[src/rtl/cond_unit.sv]
// rtl/cond_unit.sv - ARM conditional-execution unit: NZCV flags, gated commit strobes, retire counters
module cond_unit #(
   parameter int CNT_W = 16
) (
   input  logic             clk,
   input  logic             reset,
   input  logic [3:0]       Cond,
   input  logic [3:0]       ALUFlags,
   input  logic [1:0]       FlagW,
   input  logic             PCS,
   input  logic             RegW,
   input  logic             MemW,
   input  logic             Stall,
   input  logic             ClrCnt,
   output logic             PCSrc,
   output logic             RegWrite,
   output logic             MemWrite,
   output logic             CondEx,
   output logic [3:0]       Flags,
   output logic [CNT_W-1:0] ExecCount,
   output logic [CNT_W-1:0] SkipCount
);

   localparam logic [CNT_W-1:0] CNT_MAX = {CNT_W{1'b1}};
   localparam logic [CNT_W-1:0] CNT_ONE = {{(CNT_W-1){1'b0}}, 1'b1};

   logic flag_n, flag_z, flag_c, flag_v;
   logic cond_ok;
   logic commit;

   assign flag_n = Flags[3];
   assign flag_z = Flags[2];
   assign flag_c = Flags[1];
   assign flag_v = Flags[0];

   // Condition is always judged against the registered flags, never this cycle's ALU result.
   always_comb begin
      cond_ok = 1'b0;
      case (Cond)
         4'b0000: cond_ok = flag_z;
         4'b0001: cond_ok = ~flag_z;
         4'b0010: cond_ok = flag_c;
         4'b0011: cond_ok = ~flag_c;
         4'b0100: cond_ok = flag_n;
         4'b0101: cond_ok = ~flag_n;
         4'b0110: cond_ok = flag_v;
         4'b0111: cond_ok = ~flag_v;
         4'b1000: cond_ok = flag_c & ~flag_z;
         4'b1001: cond_ok = ~flag_c | flag_z;
         4'b1010: cond_ok = (flag_n == flag_v);
         4'b1011: cond_ok = (flag_n != flag_v);
         4'b1100: cond_ok = ~flag_z & (flag_n == flag_v);
         4'b1101: cond_ok = flag_z | (flag_n != flag_v);
         4'b1110: cond_ok = 1'b1;
         default: cond_ok = 1'b0;
      endcase
   end

   assign CondEx   = cond_ok;
   assign commit   = cond_ok & ~Stall & ~reset;
   assign PCSrc    = PCS  & commit;
   assign RegWrite = RegW & commit;
   assign MemWrite = MemW & commit;

   // N,Z and C,V are separate write groups so logical ops can leave C,V intact.
   always_ff @(posedge clk or posedge reset) begin
      if (reset) begin
         Flags <= 4'b0000;
      end else begin
         if (FlagW[1] & commit) Flags[3:2] <= ALUFlags[3:2];
         if (FlagW[0] & commit) Flags[1:0] <= ALUFlags[1:0];
      end
   end

   always_ff @(posedge clk or posedge reset) begin
      if (reset) begin
         ExecCount <= '0;
         SkipCount <= '0;
      end else if (ClrCnt) begin
         ExecCount <= '0;
         SkipCount <= '0;
      end else if (!Stall) begin
         if (cond_ok) begin
            if (ExecCount != CNT_MAX) ExecCount <= ExecCount + CNT_ONE;
         end else begin
            if (SkipCount != CNT_MAX) SkipCount <= SkipCount + CNT_ONE;
         end
      end
   end

endmodule

[config.mk]
export PLATFORM = sky130hd
export DESIGN_NAME = cond_unit
export DESIGN_NICKNAME = d
export VERILOG_FILES = /design/src/rtl/cond_unit.sv
export SDC_FILE = /design/constraint.sdc
export NUM_CORES = 1
export LEC_CHECK = 0
export ABC_AREA = 1
export CORE_UTILIZATION = 36
export DETAILED_ROUTE_END_ITERATION = 8
export GPL_TIMING_DRIVEN = 0
export HOLD_SLACK_MARGIN = 0.06
export MAX_ROUTING_LAYER = met4
export PLACE_DENSITY = 0.61
export SETUP_SLACK_MARGIN = 0.05
export SYNTH_ARGS = -nofsm -noshare
export SYNTH_HDL_FRONTEND = slang
export SYNTH_SLANG_ARGS = --single-unit
[constraint.sdc]
create_clock -name clk -period 2 [get_ports clk]
set_input_delay 0.4 -clock clk [delete_from_list [all_inputs] [get_ports clk]]
set_output_delay 0.4 -clock clk [all_outputs]
set_load 0.05 [all_outputs]
# Yosys cells after proc, flatten, opt, wreduce, memory -nomap -nowiden
# Cells that the tools add are included.
[op_classes] addsub=2 eq_ne=20 n_mux=9 n_bitwise=17 n_reduce_logical=6
[op_table] operator="$mux W16" count=8
[op_table] operator="$add A16 B1 Y16 const B" count=2
[op_table] operator="$ne A16 B16 Y1 const B" count=2
[op_table] operator="$eq A4 B4 Y1 const B" count=7
[op_table] operator="$eq A4 B3 Y1 const B" count=4
[op_table] operator="$pmux W1 S15" count=1
[op_table] operator="$and A1 B1 Y1" count=9
[op_table] operator="$eq A4 B2 Y1 const B" count=2
[op_table] operator="$not A1 Y1" count=6
[op_table] operator="$reduce_and A3 Y1" count=2
[op_table] operator="$reduce_bool A2 Y1" count=3
[op_table] operator="$eq A4 B1 Y1 const B" count=1
[op_table] operator="$logic_not A4 Y1" count=1
[op_table] operator="$ne A2 B1 Y1 const B" count=1
[op_table] operator="$ne A2 B2 Y1 const B" count=1
[op_table] operator="$or A1 B1 Y1" count=2
[op_table] operator="$eq A1 B1 Y1" count=1
[op_table] operator="$ne A1 B1 Y1" count=1
[word_totals] ff_bits=36 inputBits=17 output_inout_bits=40 word_cells=58

# Longest topological paths before layout
[logic_depth] ltp_word=6 ltp_mapped=13

# Worst setup path before layout
# No wires, ideal clock.
[synth_timing] path_kind="flip-flop to output port" from="reg Flags[0]" to="out MemWrite" t_arrival_ns=2.299 setup_slack_ns=-0.699 stages_incl_launch_ff=9 n_path_buf=0 cell_sequence="dfrtp_1 > nand2_1 > nand2_1 > nand2_1 > a21boi_0 > nor2_2 > nand3_4 > nand3_1 > nor2_1"
[synth_between] elab_chain_len=6 elab_cells_between_ends=9 cone_classes="2 x eq/ne; 1 x mux; 6 x bitwise"
[synth_lines] item="start: declaration" line_no="19" text="output logic [3:0] Flags,"
[synth_lines] item="start signal: assignment" line_no="71" text="if (FlagW[0] & commit) Flags[1:0] <= ALUFlags[1:0];"
[synth_lines] item="$ne A1 B1 Y1 or $eq A1 B1 Y1 (tied branches)"
[synth_lines] item="$or A1 B1 Y1 or $and A1 B1 Y1 (tied branches)" line_no="53, 52"
[synth_lines] item="$pmux W1 S15 (*)" line_no="39" text="case (Cond)"
[synth_lines] item="net CondEx" line_no="18" text="output logic CondEx,"
[synth_lines] item="$and A1 B1 Y1 (*) (2 in series)" line_no="60" text="assign commit = cond_ok & ~Stall & ~reset;"
[synth_lines] item="$and A1 B1 Y1 (*)" line_no="63" text="assign MemWrite = MemW & commit;"
[synth_lines] item="end: declaration" line_no="17" text="output logic MemWrite,"
# Mark *: on every way through the listed nets, which the timed path passes. The rest lies on a longest branch.

# Final worst setup path
[layout_timing] from="reg Flags[0]" to="out PCSrc"
[layout_between] elab_chain_len=6 elab_cells_between_ends=9 cone_classes="2 x eq/ne; 1 x mux; 6 x bitwise"
[layout_lines] item="$ne A1 B1 Y1 or $eq A1 B1 Y1 (tied branches)"
[layout_lines] item="$or A1 B1 Y1 or $and A1 B1 Y1 (tied branches)" line_no="53, 52"
[layout_lines] item="$pmux W1 S15 (*)" line_no="39"
[layout_lines] item="$and A1 B1 Y1 (*) (2 in series)" line_no="60"
[layout_lines] item="$and A1 B1 Y1 (*)" line_no="61" text="assign PCSrc = PCS & commit;"
[layout_lines] item="end: declaration" line_no="15" text="output logic PCSrc,"
# Every way passes the cells marked *; elsewhere a longest branch is shown, timed or not.

==> reports/metrics.yaml <==
outcome:
  status: "finished, violations left"
  violations: "setup timing"
synth:
  synth-compound-area-share_pct: 2.91
  synthDistinctLibCells: 33
  synth_top_cell_by_area: "dfrtp_1"
  yosysWarnings: 0
  synthFlopType: "dfrtp_1"
  yosysMostFrequentCell: "nand2_1"
  synthSimpleGateAreaFrac_pct: 44.6
  synth_area_leaders: "dfrtp_1 (37%), nand2_1 (19%), nand3_1 (8.0%)"
  synth_nets: 369
  netlist.area_leader.share_pct: 36.7
  ys_seq_area_share_pct: 36.7
  synth_edf_count: 0
  postSynthAreaPerCell_um2: 7.01
  synth_top_family_by_area: "simple AND/OR/NAND/NOR gates"
  synth_xor_xnor_area_share_pct: 5.35
  synth.area.mux_share_pct: 0
  synth-async-reset-ratio_pct: 100
  synth_cells: 350
  synth_adder_area_share_pct: 1.02
  synth_commonest_cells: "nand2_1 (125), inv_1 (39), nand3_1 (39)"
  ys_ff_latch: 36
  synth_area_um2: 2450
global_route:
  grt.overflow.total: 0
  grt_max_degree: 20
  grtUsageTotal_pct: 19.8
  grt_pass1_wl_um: 10900
  grt_pass1_vias: 2314
  antenna_found_initial: 0
drt:
  ant_nets: 0
  first_pass_iters: 6
  wl_um: 6840
  drt_iter0_drc: 97
  via_per_inst: 4.90
  vias: 2533
  wl_per_cell_um: 13.2
  drc: 0
cells_and_area:
  antenna_cells: 0
  fill_cells: 622
  layout.nets: 458
  instances_no_fill: 517
  regArea_um2: 918
  drive_gt1_share_pct: 26.1
  multiInputGateArea_um2: 1490
  synthToLayoutAreaGrowth_pct: 47.0
  design_area_um2: 3610
  post-route-util_pct: 55.9
clock_tree:
  cts.sinks: 36
  path_clk_slew_ns: 0.07
  holdBufCountCts: 0
  root_buffer: "clkbuf_8"
  cts_tree: "yes"
  htreeDepth: 2
  clk_latency_ns: 0.28
  cts_made_buffers: 5
  max-clock-path-buffers: 2
worst_setup_path:
  critPathMaxFanout: 4
  setup.worst_path.class: "register to output pin"
  rrSetupSlack_ns: 0.09
  endpoint_kind: "output pin"
  start_kind: "register"
  critPathRequiredTime_ns: 1.60
  cp.arrival_ns: 1.69
die:
  die_x_um: 84.6
  initial_utilization_pct: 38.0
  ios: 57
  die_h_um: 84.6
  core_area_um2: 6460
  dieArea_um2: 7150
  fp-row-count: 29
timing:
  max-slew-margin-rel_pct: 37.1
  slew_viol_final: 0
  setup_viol_count_final: 3
  hold_viol: 0
  setup-tns-final_ns: -0.241
  worstMarginPinSlew_ns: 0.938
  fmax_mhz: 479
  fin_ws_ns: -0.0888
  rsz0062_at_grt: "yes"
  min_period_ns: 2.09
  finalCritPeriodShare_pct: 104
  fin_worst_skew_ns: 0.00581
place:
  place_area_um2: 3190
  dpl.hpwl_um: 4290
  port_buffers: 55
  place_congestion: 0.855
  dpl.cell_count: 482
power_and_ir_drop:
  vdd_drop_max_mv: 0.360
  fin_total_pwr_mw: 2.66
  p_leak_nw: 2.06
  p_per_area_nw_per_um2: 737
run:
  maxCapViolCount: 0
min_path:
  hold_path_class: "primary input to asynchronous set/reset pin"
[final timing paths]
check	startpoint	endpoint	cells past startpoint
worst max-delay path	Flags[0]	PCSrc	10
worst min-delay path	reset	SkipCount[11]	2
worst max register to register	SkipCount[1]	SkipCount[5]	12
worst min register to register	SkipCount[9]	SkipCount[9]	2
max in group asynchronous	reset	ExecCount[2]	2
min in group clk	SkipCount[9]	SkipCount[9]	2
[through the flow]
stage          setup slack (ns)  hold slack [ns]
2_1_floorplan           -0.0880            0.378
3_3_place_gp              -1.35            0.492
3_5_place_dp              -1.36            0.508
4_1_cts                  -0.105            0.429
5_1_grt                  -0.187            0.453
6_report                -0.0888            0.433
[cell usage in the layout, fill, tap and decap left out, types with 4 or more instances in the layout]
master | netlist | routed
nand2_1 | 125 | 108
nand3_1 | 39 | 36
inv_1 | 39 | 34
nor2_1 | 30 | 25
buf_4 | 1 | 24
dfrtp_1 | 36 | 22
clkdlybuf4s50_1 | 0 | 19
nand2_2 | 2 | 15
dlymetal6s2s_1 | 0 | 15
dfrtp_2 | 0 | 14
dlygate4sd2_1 | 0 | 14
nand4_1 | 12 | 12
xor2_1 | 11 | 11
nor2_4 | 4 | 10
inv_2 | 3 | 7
nand3b_1 | 6 | 6
buf_6 | 4 | 6
clkbuf_8 | 0 | 5
nand3_2 | 3 | 4
nand2_4 | 0 | 4
nand3_4 | 2 | 4
clkbuf_1 | 2 | 4
xnor2_1 | 4 | 4
[layout make-up]
| cell class | instances | area share [%] |
|---|---|---|
| clock buffer | 7 | 2.11 |
| buffer | 9 | 1.94 |
| sequential | 36 | 25.4 |
| timing repair inverter | 2 | 0.277 |
| timing repair buffer | 80 | 21.6 |
| tap | 77 | 2.67 |
| multi-input combinational | 262 | 41.3 |
| clock inverter | 1 | 0.139 |
| inverter | 43 | 4.58 |
[where the power goes]
group,switching (mW),internal (mW)
Sequential,0.0870,0.800
Combinational,0.790,0.474
Clock,0.263,0.245
Total,1.14,1.52
[layer usage]
layer / track usage (%) / part of all wire (%) / up-vias
met5: - / 0 / -
met4: 4.93 / 0.41 / 0
met3: 3.54 / 4.4 / 2
met2: 31.5 / 48 / 61
met1: 26.1 / 47 / 1187
li1: - / - / 1283
[critical path, stage by stage (launching register included)]
cell,delay [ns]
dfrtp_2,0.44
inv_2,0.08
nand2_4,0.06
nand2_1,0.05
nand2_1,0.06
a21boi_2,0.13
nor2_2,0.06
nand3_4,0.08
nand3_4,0.14
nor2_4,0.15
buf_8,0.15
[registers in the layout (all words and copies together), names as in the netlist]
name / count
ExecCount: 16
Flags: 4
SkipCount: 16
[cell families (layout without fill, tap and decap cells)]
family | Yosys count | count (layout)
xor gates and xnor gates | 15 | 15
buffers and inverters | 52 | 142
DFF | 36 | 36
and+or+nand+nor | 233 | 233
AOI/OAI and AO/OA | 12 | 12
adders and majority gates | 2 | 2
[repair_timing]
| action | CTS | global route |
|---|---|---|
| setup endpoints to repair | 48 | 47 |
| pin swaps | 7 | 21 |
| cloned | 2 | 2 |
| hold endpoints to repair | 0 | 0 |
| resized for setup | 54 | 46 |
| setup buffers | 6 | 17 |
Note: power is estimated with default switching activity, not from simulation.
